## src/rtl/int_ctrl.sv

```systemverilog
// int_ctrl: four-source edge-triggered interrupt controller.
// Latches rising edges on irq into pending, arbitrates among unmasked
// pending sources, offers one to the CPU (REQ) and tracks it until the
// return-from-interrupt (SERVICE). No nesting.
// Optional feature macro: INT_ROUND_ROBIN_EN selects rotating priority
// (search from the last acknowledged source + 1); otherwise fixed priority
// with irq[0] highest.
module int_ctrl #(
  parameter logic [9:0] VEC_BASE = 10'd1008
) (
  input  logic       clk,
  input  logic       reset,
  input  logic [3:0] irq,
  input  logic       mask_we,
  input  logic [3:0] mask_in,
  input  logic       int_ack,
  input  logic       int_done,
  output logic       int_req,
  output logic [9:0] int_vec,
  output logic [1:0] int_id,
  output logic [3:0] pending,
  output logic [3:0] mask_out
);

  typedef enum logic [1:0] {
    IDLE    = 2'd0,
    REQ     = 2'd1,
    SERVICE = 2'd2
  } state_t;

  state_t     state, state_nxt;
  logic [3:0] irq_d;
  logic [3:0] rise;
  logic [3:0] eligible;
  logic [3:0] clr;
  logic [1:0] winner;
  logic [1:0] id_nxt;

  assign rise     = irq & ~irq_d;
  assign eligible = pending & mask_out;

`ifdef INT_ROUND_ROBIN_EN
  logic [1:0] last_id;
  logic       found;
  logic [1:0] idx;

  // Rotating priority: first eligible source after the last acknowledged one.
  always_comb begin
    winner = '0;
    found  = 1'b0;
    idx    = '0;
    for (int unsigned k = 1; k <= 4; k++) begin
      idx = last_id + 2'(k);
      if (!found && eligible[idx]) begin
        winner = idx;
        found  = 1'b1;
      end
    end
  end

  // Remember the source most recently accepted by the CPU.
  always_ff @(posedge clk or negedge reset) begin
    if (!reset) begin
      last_id <= 2'd3;
    end else if (state == REQ && int_ack) begin
      last_id <= int_id;
    end
  end
`else
  // Fixed priority: lowest index wins; scan downward so the lowest hit sticks.
  always_comb begin
    winner = '0;
    for (int unsigned i = 4; i > 0; i--) begin
      if (eligible[i-1]) begin
        winner = 2'(i - 1);
      end
    end
  end
`endif

  // Next-state, id latch and pending-clear decode.
  always_comb begin
    state_nxt = state;
    id_nxt    = int_id;
    clr       = '0;
    case (state)
      IDLE: begin
        if (|eligible) begin
          state_nxt = REQ;
          id_nxt    = winner;
        end
      end
      REQ: begin
        // Acknowledge takes precedence over a mask-driven withdrawal.
        if (int_ack) begin
          state_nxt = SERVICE;
          clr       = 4'b0001 << int_id;
        end else if (!mask_out[int_id]) begin
          state_nxt = IDLE;
        end
      end
      SERVICE: begin
        if (int_done) begin
          state_nxt = IDLE;
        end
      end
      default: state_nxt = IDLE;
    endcase
  end

  // State, id, edge detector, mask and pending registers.
  always_ff @(posedge clk or negedge reset) begin
    if (!reset) begin
      state    <= IDLE;
      int_id   <= '0;
      irq_d    <= '0;
      mask_out <= '0;
      pending  <= '0;
    end else begin
      state   <= state_nxt;
      int_id  <= id_nxt;
      irq_d   <= irq;
      if (mask_we) begin
        mask_out <= mask_in;
      end
      // A new rise on the source being acknowledged wins over the clear.
      pending <= (pending & ~clr) | rise;
    end
  end

  assign int_req = (state == REQ);
  assign int_vec = VEC_BASE + {6'd0, int_id, 2'b00};

endmodule
```

## config.mk

```make
export PLATFORM = sky130hd
export DESIGN_NAME = int_ctrl
export DESIGN_NICKNAME = d
export VERILOG_FILES = /design/src/rtl/int_ctrl.sv
export SDC_FILE = /design/constraint.sdc
export NUM_CORES = 1
export LEC_CHECK = 0
export CAP_MARGIN = 20
export CORE_ASPECT_RATIO = 1.25
export CORE_MARGIN = 2
export CORE_UTILIZATION = 39
export CTS_CLUSTER_SIZE = 30
export DETAILED_ROUTE_END_ITERATION = 8
export PLACE_DENSITY = 0.76
export SYNTH_ARGS = -nofsm -noshare
export SYNTH_HDL_FRONTEND = slang
export SYNTH_SLANG_ARGS = --single-unit
```

## constraint.sdc

```tcl
create_clock -name clk -period 1.4 [get_ports clk]
set_input_delay 0.14 -clock clk [delete_from_list [all_inputs] [get_ports clk]]
set_output_delay 0.14 -clock clk [all_outputs]
set_load 0.02 [all_outputs]
```

==> impl_metrics.yaml <==
floorplan:
  ios: 34
  die_y_um: 52.48
  core_area_um2: 1765
  rows: 17
  die_x_um: 42.78
  dieArea_um2: 2245
  start_util: 0.4153
timing:
  fmax_mhz: 738.6
  min_period_ns: 1.354
  setup-violations-final: 0
  skew_ns: 0.004548
  fin_ws_ns: 0.04601
  timing.final.max_slew_violations: 0
  fin_crit_sh: 0.9671
  hold_violations: 0
  timing.setup.tns_ns: 0
  rsz0062_at_grt: "false"
place:
  dpl_worst_slack_ns: 0.1033
  globalplace.congestion: 0.7127
  place_area_um2: 977.2
  dp_hpwl_um: 1060
  port-buffer-count: 25
critical_path:
  arrival_ns: 1.21
  end_kind: "output pin"
  r2r_cells: 3
  cpMaxStageDelayCell: "dfrtp_1"
  reg2reg_slack_ns: 0.12
  cpPeakStageDelay_ns: 0.43
  cp-start-kind: "register"
  path_cells: "and2b_1, dlygate4sd2_1"
  path_max_fanout: 5
  cp.required_ns: 1.26
  crit_type: "reg2out"
clocking:
  cts_buffers: 3
  path_clk_slew_ns: 0.09
  cts_buffer_depth: 2
  clock_sinks: 16
  cts_tree: "built"
  cts_root_buf: "clkbuf_4"
  cts_max_level: 1
  clock_latency_ns: 0.29
final_layout:
  layout-drive-gt1-share: 0.1458
  diodes: 0
  nFillCells: 167
  mostFrequentLayoutCells: "dfrtp_1 (16), dlygate4sd2_1 (13), clkdlybuf4s50_1 (12)"
  fin_area_um2: 997.2
  nNetsFinal: 110
  multi_input_area_um2: 261.5
  mostFrequentLayoutCell: "dfrtp_1"
  area_growth_syn_to_layout_pct: 36.01
  ff_latch_area_um2: 400.4
  final_core_util: 0.5648
synthesis:
  syn_avg_cell_area_um2: 10.78
  yosys_warnings: 0
  yosys-top-cells-area: "dfrtp_1 (55%), buf_4 (10%), mux2_2 (7.7%)"
  yosysTopAreaCell: "dfrtp_1"
  synth_top_cell_area_share: 0.5461
  ys_types: 17
  ys_seq_area_frac: 0.5461
  synth.ff_latch_count: 16
  syn_area_um2: 733.2
  syn_inst: 68
drt:
  via_per_inst: 4.791
  final_antenna_net_count: 0
  wire_per_inst_um: 11.61
  drt_iter0_drc: 3
  routed-via-count: 551
  first_pass_iters: 4
  routed_wl_um: 1335
  drc: 0
pwr:
  vdd_drop_max_mv: 0.7562
  power_density_nw_per_um2: 1771
  p_leak_nw: 0.4775
global_route:
  grt_remaining_overflow: 0
  grtUsageTotal: 0.1346
  grt_pass1_vias: 523
  antenna_found_initial: 0
  grt_max_degree: 17
  grt_pass1_wl_um: 2180
hold_path:
  min_path_type: "in2async"
flow_run:
  max_cap_viol_count: 0
status:
  status: "completed"
[layout make-up]
cell class	instances	area share
tap	19	0.02384
sequential	16	0.4015
timing repair buffer	28	0.2572
clock buffer	4	0.03639
inverter	5	0.01882
multi-input combinational	43	0.2622
[sequential cells by signal, indices dropped and copies added, names as in the netlist]
| register | count |
|---|---|
| irq_d | 4 |
| mask_out | 4 |
| pending | 4 |
| int_id | 2 |
| state | 2 |
[synth_stat cells]
| master | instances |
|---|---|
| dfrtp_1 | 16 |
| buf_4 | 10 |
| nand2_1 | 9 |
| inv_1 | 5 |
| mux2_2 | 5 |
| o21ai_0 | 4 |
| a21oi_1 | 3 |
| nand3_1 | 3 |
| nor2_1 | 3 |
| conb_1 | 2 |
| o31ai_1 | 2 |
| a22o_1 | 1 |
| a32oi_1 | 1 |
| and2b_1 | 1 |
| and3b_1 | 1 |
| mux4_2 | 1 |
| o21ai_2 | 1 |
[final timing paths]
kind	startpoint	end
max	state[0]	int_req
min	reset	mask_out[3]
max reg2reg	mask_out[0]	int_id[0]
min reg2reg	irq_d[2]	pending[2]
max in group asynchronous	reset	irq_d[0]
min in group clk	irq[3]	irq_d[3]
[critical path, delay by kind of cell, from the launching register on]
kind          cells  cell delay, ns
buf+inv           1            0.31
flops             1            0.43
simple gates      1            0.18
[metrics by stage]
stage          std cells  hold WS (ns)  total power, mW
6_report             115        0.1516            1.767
3_3_place_gp         111        0.4054            1.560
5_1_grt              115        0.1812            1.879
4_1_cts              115        0.1552            1.785
3_5_place_dp         111        0.4171            1.579
2_1_floorplan         74       -0.1556            1.215
[metal layers]
layer | vias up | global-route usage | wire [um]
met5 | - | 0 | 0
met1 | 254 | 0.1544 | 556
li1 | 268 | - | -
met4 | 0 | 0.06250 | 23
met3 | 2 | 0.03103 | 105
met2 | 27 | 0.2348 | 650
[logic make-up after synthesis]
group                  Yosys count  share of synthesized area
DFF                             16                     0.5461
muxes                            6                     0.1075
and+or+nand+nor                 17                     0.1041
other                            2                    0.01024
AOI/OAI and AO/OA               12                     0.1041
buffers and inverters           15                     0.1280
[where the power goes]
part / internal, mW / total [mW] / switching (mW)
combinational: 0.345 / 0.761 / 0.416
clock: 0.159 / 0.301 / 0.143
sequential: 0.581 / 0.705 / 0.124
total: 1.08 / 1.77 / 0.682
[what timing repair did]
action                                  CTS  global route
buffers inserted                          0             0
hold buffers                              0             0
endpoints found under the setup margin   13             0
gates resized for setup                  13             0
No activity file was read; power rests on OpenSTA's default activity.
